<file path="src/rtl/fetch_unit.sv">
// ============================================================================
// fetch_unit: owns the PC, issues to a 1-cycle instr_mem, buffers 2 returns.
// Rev 1.0
// ============================================================================
`default_nettype none

module fetch_unit #(
  parameter int                WORD_W   = 32,
  parameter int                INSTR_W  = 32,
  parameter logic [WORD_W-1:0] RESET_PC = '0,
  parameter int                DEPTH    = 2
) (
  input  logic               clk,
  input  logic               rst_n,
  input  logic               fetch_en,
  output logic [WORD_W-1:0]  pc,
  input  logic [INSTR_W-1:0] mem_instr,
  input  logic               branch_taken,
  input  logic [WORD_W-1:0]  branch_target,
  output logic               if_valid,
  input  logic               if_ready,
  output logic [INSTR_W-1:0] if_instr,
  output logic [WORD_W-1:0]  if_pc
);

  localparam logic [2:0]        C_DEPTH    = 3'(DEPTH);
  localparam logic [WORD_W-1:0] C_PC_STEP  = WORD_W'(4);
  localparam logic [WORD_W-1:0] C_ALIGN    = ~WORD_W'(3);

  logic [WORD_W-1:0]  r_pc;
  logic               r_req_v;
  logic [WORD_W-1:0]  r_req_pc;
  logic [1:0]         r_count;
  logic [WORD_W-1:0]  r_head_pc;
  logic [INSTR_W-1:0] r_head_instr;
  logic [WORD_W-1:0]  r_tail_pc;
  logic [INSTR_W-1:0] r_tail_instr;

  logic       w_pop;
  logic       w_push;
  logic       w_issue;
  logic [2:0] w_occ;
  logic       w_head_from_mem;
  logic       w_head_from_tail;
  logic       w_tail_from_mem;

  // Occupancy counts the in-flight word too, so a full buffer never overflows.
  always_comb begin
    w_pop            = (r_count != 2'd0) & if_ready;
    w_push           = r_req_v & ~branch_taken;
    w_occ            = {1'b0, r_count} + {2'b00, r_req_v} - {2'b00, w_pop};
    w_issue          = fetch_en & ~branch_taken & (w_occ < C_DEPTH);
    w_head_from_mem  = w_push & ((r_count == 2'd0) | ((r_count == 2'd1) & w_pop));
    w_head_from_tail = w_pop & (r_count == 2'd2);
    w_tail_from_mem  = w_push & (((r_count == 2'd1) & ~w_pop) |
                                 ((r_count == 2'd2) & w_pop));
  end

  always_ff @(posedge clk or negedge rst_n) begin
    if (!rst_n) begin
      r_pc         <= RESET_PC;
      r_req_v      <= 1'b0;
      r_req_pc     <= '0;
      r_count      <= 2'd0;
      r_head_pc    <= '0;
      r_head_instr <= '0;
      r_tail_pc    <= '0;
      r_tail_instr <= '0;
    end else if (branch_taken) begin
      r_pc    <= branch_target & C_ALIGN;
      r_req_v <= 1'b0;
      r_count <= 2'd0;
    end else begin
      if (w_issue) begin
        r_req_v  <= 1'b1;
        r_req_pc <= r_pc;
        r_pc     <= r_pc + C_PC_STEP;
      end else begin
        r_req_v  <= 1'b0;
      end
      r_count <= r_count + {1'b0, w_push} - {1'b0, w_pop};
      if (w_head_from_mem) begin
        r_head_pc    <= r_req_pc;
        r_head_instr <= mem_instr;
      end else if (w_head_from_tail) begin
        r_head_pc    <= r_tail_pc;
        r_head_instr <= r_tail_instr;
      end
      if (w_tail_from_mem) begin
        r_tail_pc    <= r_req_pc;
        r_tail_instr <= mem_instr;
      end
    end
  end

  assign pc       = r_pc;
  assign if_valid = (r_count != 2'd0);
  assign if_pc    = r_head_pc;
  assign if_instr = r_head_instr;

endmodule

`default_nettype wire

</file>
<file path="config.mk">
export PLATFORM = sky130hd
export DESIGN_NAME = fetch_unit
export DESIGN_NICKNAME = d
export VERILOG_FILES = /design/src/rtl/fetch_unit.sv
export SDC_FILE = /design/constraint.sdc
export NUM_CORES = 1
export LEC_CHECK = 0
export BUFFER_PORTS_ARGS = -buffer_cell sky130_fd_sc_hd__buf_4
export CAP_MARGIN = 20
export CORE_ASPECT_RATIO = 1.4
export CORE_MARGIN = 1
export CORE_UTILIZATION = 61
export CTS_BUF_LIST = sky130_fd_sc_hd__clkbuf_8
export DETAILED_ROUTE_END_ITERATION = 7
export HOLD_SLACK_MARGIN = 0.06
export PLACE_DENSITY_LB_ADDON = 0.05
export SLEW_MARGIN = 20
export SYNTH_ARGS = -nofsm -noshare
export SYNTH_HDL_FRONTEND = slang
export SYNTH_SLANG_ARGS = --single-unit
</file>
<file path="constraint.sdc">
create_clock -name clk -period 5.7 [get_ports clk]
set_clock_uncertainty 0.1 [all_clocks]
set_input_delay 1.14 -clock clk [delete_from_list [all_inputs] [get_ports clk]]
set_output_delay 1.14 -clock clk [all_outputs]
set_load 0.005 [all_outputs]
</file>
==> results.md <==
* Netlist Area Pre-Place at just over 8000 um2
* Fmax at 0.266 GHz
* P_leak at 4.71 nW
* RSZ-0062 raised after global routing: no
* CTS tree: yes
* Total Nets Final at between 900 and 1,000
* Hold Fails Final Rpt at 0
* H-tree level count at 4
* Area share of the largest cell type after synthesis at a little under three fifths
* Finished Layout Cells at 1,091
* Number of synthesized flops with an enable pin at 0
* CTS sink cnt at between 150 and 200
* Clock latency on the worst-skew pair at 0.45 ns
* Run status: finished clean
* Clk slew on worst S/H paths at about 0.1 ns
* Startpoint Class: input port
* Vias per cell at 5.63
* Initial core utilization at approximately 62%
* Die area at between 10,000 and 15,000 um2
* Syn Inst Count at about 760
* I/O pin count at 166
* Minimum clock period at 3.76 ns
* Total GRT Usage at 26.7%
* Synth Flop Type: dfrtp_1
* Congestion Overflow GR at 0
* Largest net degree at the start of global routing at between 100 and 150
* Area Growth Syn to Fin at 20.4%
* Detailed placer's ending HPWL at around 12,000 um
* YS warnings at 0
* Hold path startpoint: r_req_pc[23]
* Slew HR at about a quarter
* Min-Delay Path Class: flop to flop
* Ys async rst share at 100%
* Req. time, crit path at around 5.9 ns
* Final WS setup at just under 2 ns
* Least-Margin Pin Slew at 1.12 ns
* Setup bufs post-CTS at 0
* Rows at 50
* Die H at approximately 140 um
* Worst vdd ir at approximately 190 uV
* Placed Cells at approximately 1,100
* Ratio of cells with drive above 1 in the final layout at 30.4%
* CTS Root Buffer Type: clkbuf_8
* Yosys reg bits at around 190
* Initial antenna violation count at 0
* Die Width at around 100 um
* Average wire per standard cell at around 16 um
* ANT nets after route at 0
* CP Class: input port to flop
* Cts bufs inserted at 17
* Number of global-route vias before repair at about 6,000
* Starting DRT DRC Count at 362
* Sequential area share after synthesis at 56.5%
* Critical path arrival at 3.97 ns
* DRT Pass-1 Iters at 5
* DR vias at 6,140
* Hold_buf cts at 0
* Largest cells by area after synthesis: dfrtp_1 57%, mux2_2 8.6%, nand2_1 8.5%, mux2i_1 7.9%, o21ai_0 4.4%
* Worst-path fanout max at 26
* Top post-synthesis cells by count: 187 x dfrtp_1, 187 x nand2_1, 73 x o21ai_0, 65 x mux2i_1, 63 x mux2_2
* Clock Tree Buf Depth at 2
* Cell variety after synth at 52
* Synth Area per Inst at roughly 11 um2
* Yosys top cell by area: dfrtp_1
* Max-cap violations at 0
* Port bufs at 159
* Setup TNS at 0 ns
* PwrDens at between 400 and 500 nW/um2
* R2r startpoint: r_count[1]
* Final slew viol count at 0
* Tot Pwr at between 0.004 and 0.005 W
* Drt drc at 0
* Ant. Diodes at 0
* Crit share post-route at 65.9%
* Setup-failing EPs final at 0
* Crit. End Element: flop
* Routed WL at between 15,000 and 20,000 um
* Place WS at 1.51 ns
* Core area at ~13,000 um2
* CP startpoint: if_ready
* PostCTS Resize Cnt at 0
* Global-route wire length before repair at approximately 29,000 um
* Routability congestion estimate at about 0.91
-- state kept, by name, summed over array words and instances, names as in the netlist --
name	count
r_count	2
if_instr	32
if_pc	30
r_req_pc	30
r_tail_pc	30
r_tail_instr	32
r_req_v	1
pc	30
-- power by group --
group / switching [W] / internal (W) / leakage (nW)
Sequential: 0.000320 / 0.00179 / 2.41
Combinational: 0.000523 / 0.000636 / 2.10
Clock: 0.000494 / 0.000376 / 0.198
-- layout make-up --
class	instances	area, um2
Multi-Input combinational cell	517	3360
Tap cell	182	228
Fill cell	989	3360
Sequential cell	187	4680
Inverter	6	23.8
Timing Repair Buffer	167	1280
Clock buffer	18	248
Clock inverter	14	151
-- metrics by stage --
stage	instance area (um2)	utilization (%)	hold WS, ns
after global placement	9540	71.6	0.381
after floorplan	8290	-	0.362
after detailed placement	9540	71.6	0.389
after global routing	9970	74.8	0.427
after CTS	9940	74.6	0.412
final	9970	74.8	0.405
-- logic make-up (layout without fill, tap and decap cells) --
kind of cell / after synthesis / in the layout / synth area share [%]
AND/OR/NAND/NOR: 261 / 261 / 14.0
flip-flops: 187 / 187 / 56.5
multiplexers: 128 / 128 / 16.4
AO/OA/AOI/OAI: 116 / 116 / 8.63
buffers and inverters: 56 / 205 / 3.29
adder cells (fa/ha/maj): 4 / 4 / 0.695
XOR/XNOR: 4 / 4 / 0.423
other: 1 / 4 / 0.0453
-- cell usage in the layout, fill, tap and decap left out, drive strengths merged, types with 8 or more instances in the layout --
cell and n:
buf 167, clkbuf 18, dfrtp 187, inv 12, mux2 63, mux2i 65, nand2 187, nand3 20
nor2 15, o211ai 9, o21ai 73, o311ai 8
-- worst max-delay path, stage by stage --
cell and delay (ns):
buf_4 0.09, nand2_1 0.08, nor2_1 0.32, o21ai_0 0.19
fa_1 0.40, xor2_1 0.19, or3_1 0.40, clkinv_2 0.28
buf_4 0.35, nand4_2 0.16, o211ai_1 0.23, o311ai_1 0.15
-- routing by layer --
| layer | vias to the layer above | routed length [um] | global-route usage, % |
|---|---|---|---|
| met3 | 31 | 876 | 5.02 |
| met2 | 212 | 8910 | 43.5 |
| li1 | 2910 | - | - |
| met5 | - | 0 | 0 |
| met4 | 0 | 396 | 9.00 |
| met1 | 2987 | 7740 | 36.0 |
-- path summary, 6_finish.rpt --
kind | slack, ns | to | cells past startpoint
setup / recovery | 1.94 | pc[31] | 12
hold / removal | 0.40 | if_pc[23] | 2
setup reg to reg | 2.15 | pc[31] | 11
hold reg to reg | 0.40 | if_pc[23] | 2
max in group asynchronous | 3.64 | r_tail_pc[7] | 2
min in group asynchronous | 0.70 | if_instr[27] | 1
Note: power is estimated with default switching activity, not from simulation.
